**config.mk**
```make
export PLATFORM = sky130hd
export DESIGN_NAME = pmem_arbiter
export DESIGN_NICKNAME = d
export VERILOG_FILES = /design/src/rtl/pmem_arb_pkg.sv /design/src/rtl/pmem_arb_wdog.sv /design/src/rtl/pmem_arbiter.sv
export SDC_FILE = /design/constraint.sdc
export NUM_CORES = 1
export LEC_CHECK = 0
export CAP_MARGIN = 15
export CORE_AREA = 2 2 545 547
export CTS_BUF_LIST = sky130_fd_sc_hd__clkbuf_4 sky130_fd_sc_hd__clkbuf_8
export DETAILED_ROUTE_END_ITERATION = 12
export DIE_AREA = 0 0 547 549
export GPL_ROUTABILITY_DRIVEN = 0
export GPL_TIMING_DRIVEN = 1
export PLACE_DENSITY_LB_ADDON = 0.1
export RECOVER_POWER = 25
export SYNTH_ARGS = -nofsm -noshare
export SYNTH_HDL_FRONTEND = slang
export SYNTH_HIERARCHICAL = 1
export SYNTH_SLANG_ARGS = --single-unit
```
**constraint.sdc**
```tcl
create_clock -name clk -period 2.53 [get_ports clk]
set_input_delay 0.253 -clock clk [delete_from_list [all_inputs] [get_ports clk]]
set_output_delay 0.253 -clock clk [all_outputs]
set_load 0.02 [all_outputs]
```
**src/rtl/pmem_arb_pkg.sv**
```systemverilog
// Shared types and constants for the physical-memory arbiter between the I-cache and the D-cache.
package pmem_arb_pkg;

    localparam int unsigned ADDR_W      = 32;
    localparam int unsigned LINE_W      = 256;
    localparam int unsigned OFFSET_BITS = 5;

    typedef enum logic [1:0] {
        IDLE   = 2'd0,
        I_BUSY = 2'd1,
        D_BUSY = 2'd2
    } arb_state_e;

    typedef enum logic {
        SRC_I = 1'b0,
        SRC_D = 1'b1
    } req_src_e;

    // Winner of a simultaneous request: whoever was not served last.
    function automatic req_src_e tie_winner(input req_src_e last_grant);
        if (last_grant == SRC_I) begin
            return SRC_D;
        end
        return SRC_I;
    endfunction

endpackage

```
**src/rtl/pmem_arb_wdog.sv**
```systemverilog
// Saturating busy-cycle counter with a sticky expiry flag.
module pmem_arb_wdog #(
    parameter int unsigned WDOG_CYCLES = 1024
) (
    input  logic clk,
    input  logic rst_n,
    input  logic clear,
    input  logic busy,
    input  logic resp,
    output logic wdog_err
);

    localparam int unsigned CNT_W = (WDOG_CYCLES > 1) ? $clog2(WDOG_CYCLES) : 1;
    localparam logic [CNT_W-1:0] CNT_MAX = CNT_W'(WDOG_CYCLES - 1);

    logic [CNT_W-1:0] cnt;
    logic             stall;

    assign stall = busy && !resp;

    // Count stalled busy cycles; the flag sets on the stalled cycle that finds the counter at its limit.
    always_ff @(posedge clk or negedge rst_n) begin
        if (!rst_n) begin
            cnt      <= '0;
            wdog_err <= 1'b0;
        end else begin
            if (clear) begin
                cnt <= '0;
            end else if (stall && (cnt != CNT_MAX)) begin
                cnt <= cnt + CNT_W'(1);
            end
            if (!clear && stall && (cnt == CNT_MAX)) begin
                wdog_err <= 1'b1;
            end
        end
    end

endmodule

```
**src/rtl/pmem_arbiter.sv**
```systemverilog
// Arbitrates the single pmem line port between the I-cache and the D-cache, one transaction at a time.
module pmem_arbiter #(
    parameter int unsigned ADDR_W      = 32,
    parameter int unsigned LINE_W      = 256,
    parameter int unsigned WDOG_CYCLES = 1024
) (
    input  logic              clk,
    input  logic              rst_n,
    input  logic              i_read,
    input  logic [ADDR_W-1:0] i_addr,
    output logic              i_resp,
    output logic [LINE_W-1:0] i_rdata,
    input  logic              d_read,
    input  logic              d_write,
    input  logic [ADDR_W-1:0] d_addr,
    input  logic [LINE_W-1:0] d_wdata,
    output logic              d_resp,
    output logic [LINE_W-1:0] d_rdata,
    output logic              pmem_read,
    output logic              pmem_write,
    output logic [ADDR_W-1:0] pmem_address,
    output logic [LINE_W-1:0] pmem_wdata,
    input  logic              pmem_resp,
    input  logic [LINE_W-1:0] pmem_rdata,
    output logic              proto_err,
    output logic              wdog_err
);

    import pmem_arb_pkg::arb_state_e;
    import pmem_arb_pkg::req_src_e;
    import pmem_arb_pkg::IDLE;
    import pmem_arb_pkg::I_BUSY;
    import pmem_arb_pkg::D_BUSY;
    import pmem_arb_pkg::SRC_I;
    import pmem_arb_pkg::SRC_D;
    import pmem_arb_pkg::tie_winner;

    arb_state_e        state;
    arb_state_e        next_state;
    req_src_e          last_grant;
    req_src_e          grant_src;
    logic              grant;
    logic              d_req;
    logic              busy;
    logic              op_write_q;
    logic [ADDR_W-1:0] addr_q;
    logic [LINE_W-1:0] wdata_q;

    assign d_req = d_read || d_write;
    assign busy  = (state != IDLE);

    // State register.
    always_ff @(posedge clk or negedge rst_n) begin
        if (!rst_n) begin
            state <= IDLE;
        end else begin
            state <= next_state;
        end
    end

    // Grant selection and next state.
    always_comb begin
        next_state = state;
        grant      = 1'b0;
        grant_src  = SRC_I;
        unique case (state)
            IDLE: begin
                if (i_read && d_req) begin
                    grant     = 1'b1;
                    grant_src = tie_winner(last_grant);
                end else if (i_read) begin
                    grant     = 1'b1;
                    grant_src = SRC_I;
                end else if (d_req) begin
                    grant     = 1'b1;
                    grant_src = SRC_D;
                end
                if (grant) begin
                    if (grant_src == SRC_D) begin
                        next_state = D_BUSY;
                    end else begin
                        next_state = I_BUSY;
                    end
                end
            end
            I_BUSY, D_BUSY: begin
                if (pmem_resp) begin
                    next_state = IDLE;
                end
            end
            default: next_state = IDLE;
        endcase
    end

    // Capture the winning request so the pmem side sees stable fields for the whole transaction.
    always_ff @(posedge clk or negedge rst_n) begin
        if (!rst_n) begin
            last_grant <= SRC_D;
            addr_q     <= '0;
            wdata_q    <= '0;
            op_write_q <= 1'b0;
            proto_err  <= 1'b0;
        end else if (grant) begin
            last_grant <= grant_src;
            if (grant_src == SRC_D) begin
                addr_q     <= d_addr;
                wdata_q    <= d_wdata;
                op_write_q <= d_write;
                if (d_read && d_write) begin
                    proto_err <= 1'b1;
                end
            end else begin
                addr_q     <= i_addr;
                wdata_q    <= '0;
                op_write_q <= 1'b0;
            end
        end
    end

    assign pmem_read    = busy && !op_write_q;
    assign pmem_write   = busy && op_write_q;
    assign pmem_address = addr_q;
    assign pmem_wdata   = wdata_q;

    // Completion is forwarded only to the requester that owns the transaction; pmem_resp in IDLE is dropped.
    assign i_resp  = (state == I_BUSY) && pmem_resp;
    assign d_resp  = (state == D_BUSY) && pmem_resp;
    assign i_rdata = rst_n ? pmem_rdata : '0;
    assign d_rdata = rst_n ? pmem_rdata : '0;

    pmem_arb_wdog #(
        .WDOG_CYCLES (WDOG_CYCLES)
    ) u_wdog (
        .clk      (clk),
        .rst_n    (rst_n),
        .clear    (grant),
        .busy     (busy),
        .resp     (pmem_resp),
        .wdog_err (wdog_err)
    );

endmodule

```
# After elaboration in Yosys (flattened, before gate mapping)
# Cells that the tools add are included.
[totals]
register_bits = 304
[classes]
reduce_logical = 20
addsub = 1
n_eq_ne = 6
n_mux = 24
[ops]
columns = ["op", "n"]
rows = [
  ["$mux W256", 2],
  ["$mux W32", 1],
  ["$mux W10", 2],
  ["$mux W1", 15],
  ["$add A10 B1 Y10 const B", 1],
  ["$eq A10 B10 Y1 const B", 1],
  ["$logic_and A1 B1 Y1", 10],
  ["$ne A10 B10 Y1 const B", 1],
  ["$mux W2", 3],
  ["$ne A2 B2 Y1 const B", 2],
  ["$pmux W2 S2", 1],
  ["$reduce_bool A2 Y1", 2],
  ["$logic_not A1 Y1", 3],
  ["$reduce_and A3 Y1", 1],
  ["$eq A2 B1 Y1 const B", 1],
  ["$eq A2 B2 Y1 const B", 1],
  ["$logic_not A2 Y1", 1],
  ["$reduce_and A2 Y1", 1],
  ["$reduce_or A2 Y1", 1],
  ["$logic_or A1 B1 Y1", 1],
]

# Logic depth before layout (Yosys ltp)
[depth]
depth_word = 10
depth_mapped = 8
mapped_depth_nobuf = 7

# Hierarchy
# Netlist, hierarchy kept.
[modules_own_cells]
columns = ["mod", "area_each_um2", "cells_each", "instances"]
rows = [
  ["pmem_arbiter", 14390.1, 1316, 1],
  ["pmem_arb_wdog", 606.8, 61, 1],
]

# Worst setup path before layout
# OpenSTA, ideal clock, no wires.
[synth_timing]
path_type = "register to register"
from = "reg state[0]"
to = "reg u_wdog.cnt[9]"
path_slack_ps = 673
path_buffers = 1
path_stages_with_launch = 9
arrival_ps = 1725
path_cell_list = "dfrtp_1 > inv_1 > ha_1 > buf_2 > inv_2 > or2b_4 > nor4_1 > mux2i_1 > nor2_1"
[synth_between]
elab_chain_len = 4
[synth_rtl]
columns = ["element", "line", "source"]
rows = [
  ["start: declaration", "pmem_arbiter.sv:38", "arb_state_e state;"],
  ["start signal: assignment", "pmem_arbiter.sv:57", "state <= next_state;"],
  ["$reduce_bool A2 Y1", "pmem_arbiter.sv:50", "assign busy = (state != IDLE);"],
  ["named net busy", "pmem_arbiter.sv:44", "logic busy;"],
  ["$logic_and A1 B1 Y1", "pmem_arb_wdog.sv:19", "assign stall = busy && !resp;"],
  ["$logic_and A1 B1 Y1", "pmem_arb_wdog.sv:29", "end else if (stall && (cnt != CNT_MAX)) begin"],
  ["$reduce_bool A2 Y1 (no source line)", "--", ""],
  ["end signal: assignment", "pmem_arb_wdog.sv:30", "cnt <= cnt + CNT_W'(1);"],
  ["end: declaration", "pmem_arb_wdog.sv:16", "logic [CNT_W-1:0] cnt;"],
]
# The timed path passes the listed nets, and every way through them passes these cells.
# A chain may end at the register's enable or synchronous reset.

# Worst setup path after layout
[layout_timing]
from = "in rst_n"
to = "out d_rdata[186]"
[layout_between]
elab_chain_len = 1
[layout_rtl]
columns = ["element", "line", "source"]
rows = [
  ["start: declaration", "pmem_arbiter.sv:8", "input logic rst_n,"],
  ["$mux W256", "pmem_arbiter.sv:129", "assign d_rdata = rst_n ? pmem_rdata : '0;"],
  ["end: declaration", "pmem_arbiter.sv:18", "output logic [LINE_W-1:0] d_rdata,"],
]
# No other way between the ends.

==> metrics <==
status=complete, no violations; CTS buffer count=75; gr ovfl total=0; post-placement cell area=between 0.03 and 0.04 sq mm; chip height=549 um; share of cells above drive strength 1=~16%; R2R Setup Slk=290 ps; Fill cells=approximately 34000; final instance area=about 0.037 sq mm; Max Slew Vio Count=0; die width=about 550 um; initial drt markers=slightly below 800; CTS sink count=304; slowest stage delay, CP=around 700 ps; CTS tree=yes; critical path type=primary input to output pin; slew at the pin closest to its max-slew limit=around 1300 ps; post-synth cell types=40; CP required=2280 ps; first-pass GRT wire length=221000 um; main area contributors after synthesis=dfrtp_1 (51%), a22o_1 (15%), buf_4 (13%); number of global-route vias before repair=between 15000 and 20000; ys flop type=dfrtp_1; syn_nets=about 2000; most common cell after layout, fill and taps aside=clkdlybuf4s50_1; Worst-path clk slew=around 60 ps; share of the synthesized area in the top cell type=between 50 and 60%; Clk Latency, worst-skew pair=between 700 and 800 ps; clk_skew=approximately 42 ps; area delta synth->final=147%; min Tclk post-route=between 2000 and 2500 ps; RSZ-0062 raised after global routing=no; hpwl dp=around 160000 um; Lkg Pwr=about 14 nW; reg-to-reg endpoint=u_wdog/cnt[5]; Hold Crit Class=primary input to register; final hold vios=0; max frequency=about 0.42 GHz; largest net degree at the start of global routing=54; Final Setup Violations=0; crit path capture=d_rdata[186]; io pins=around 1400; Via density=2.51; Die ar.=approximately 0.3 sq mm; slowest CP cell=clkdlybuf4s50_1; Longest Clk Path Bufs=3; Post-CTS Repair Setup Buffers=0; Core ar.=approximately 0.3 sq mm; area leader, netlist=dfrtp_1; origin of the worst setup path=rst_n; Seq/Total Area, Yosys=50.7%; Post-synth EDFFs=0; Async SR Flop Fraction=100%; relative slew slack=about 11%; Arr. time, crit path=about 2100 ps; GRT busiest layer=met2; Worst R2R Path Depth=7; Syn Area/Cell=around 11 sq um; clock root buffer=clkbuf_8; Pre-antenna DRT Iters=4; Via Count=17100; YS warnings=6; Max-cap violations=0; initial antenna violation count=around 130; CP Launch Type=primary input; routed len/inst=about 26 um; total track usage=a little under an eighth; Worst R2R Start=state[0]; worst-path fanout max=20; critical path endpoint category=output pin; Initial Util=under 10%; most frequent cells in the layout=clkdlybuf4s50_1 (1218), dfrtp_1 (303), a22o_1 (256); M3 GR Usage=between 5 and 6%; PD cells=a little under 900 mW/mm^2; CP dominant cell by count=buf_12; DRT antenna net count=0; htree depth=3; fin nets=~3400; Global Route met2 Usage=between 10% and 20%; Max VDD drop=around 0.44 mV; part of the cycle the worst path needs=approximately 94%; Port Buffers=~1400; Post-Syn Area=roughly 0.015 sq mm; CP Cell Sequence=buf_8, buf_12, buf_12, buf_12, buf_4, and2_1, clkdlybuf4s50_1; routed wire length=between 150000 and 200000 um; Setup TNS Final=0 ps; #FFs+latches synth=about 300; Rows=200; grt met1 use=around an eighth; drt drc=0; Syn Inst Count=~1400
==> power by group <==
group,total (mW),switching (mW),internal [mW]
registers,8.16,1.25,6.90
clock network,7.26,3.08,4.19
logic,17.6,9.84,7.78
==> cells in the mapped netlist, types with 5 or more instances <==
cell and number:
a21oi_1 39, a22o_1 256, and2_1 258, buf_2 48, buf_4 268, clkbuf_1 42
dfrtp_1 303, nand2_1 36, nor2_1 8, nor3_1 5, o21ai_0 34, o21ai_1 32
==> per-layer routing <==
metal	vias to the layer above	part of all wire, %
met1	8303	39
met2	1078	49
met3	277	10
li1	7408	-
met4	32	2.1
met5	-	0.11
==> what timing repair did <==
item / CTS / global route
hold endpoints to repair: 228 / 0
endpoints found under the setup margin: 5 / 3
hold buffers: 140 / 0
resized for setup: 5 / 3
==> critical path, delay by kind of cell <==
kind                   cells  cell delay [ps]
buffers and inverters      6             1420
and+or+nand+nor            1              370
==> how the worst min path moves through the flow <==
stage	startpoint	endpoint	slack, ps	cells after the start
after global routing	d_wdata[105]	pmem_wdata[105]	30	2
after floorplan	rst_n	op_write_q	-40	0
after detailed placement	rst_n	pmem_address[14]	100	1
after global placement	rst_n	pmem_address[17]	110	1
final	d_wdata[50]	pmem_wdata[50]	130	2
after CTS	d_wdata[50]	pmem_wdata[50]	0.1	2
==> flip-flops by register name (all words and copies together) (netlist names) <==
register / cells
pmem_wdata: 256
proto_err: 1
pmem_address: 32
u_wdog/cnt: 10
state: 2
last_grant: 1
u_wdog/wdog_err: 1
op_write_q: 1
==> cell families after synthesis <==
group           share of synthesized area (%)
compound gates                           19.4
buf+inv                                  16.2
simple gates                             13.0
flops                                    50.7
fa+ha+maj                               0.334
mux                                     0.200
xor+xnor                               0.0584
==> final cells by class <==
type / count / area (sq um) / area share, %
timing repair buffer: 1691 / 17700 / 47.8
sequential: 304 / 7610 / 20.6
multi-input combinational: 709 / 4960 / 13.4
tap: 3939 / 4930 / 13.3
clock buffer: 120 / 1500 / 4.06
clock inverter: 18 / 228 / 0.615
antenna: 23 / 57.6 / 0.156
inverter: 6 / 22.5 / 0.0608
==> through the flow <==
step           power (mW)  hold WS [ps]  instances  setup slack, ps  util, %
6_report             33.0           127       6810              153     12.5
5_1_grt              35.3          31.7       6795             23.4     12.5
4_1_cts              34.3         0.112       6787             42.1     12.6
3_5_place_dp         26.2           104       6509              122     11.5
3_3_place_gp         26.5           105       6509              133     11.5
2_1_floorplan        15.4         -42.6       1377              673        -
(Power assumes the default switching activity.)
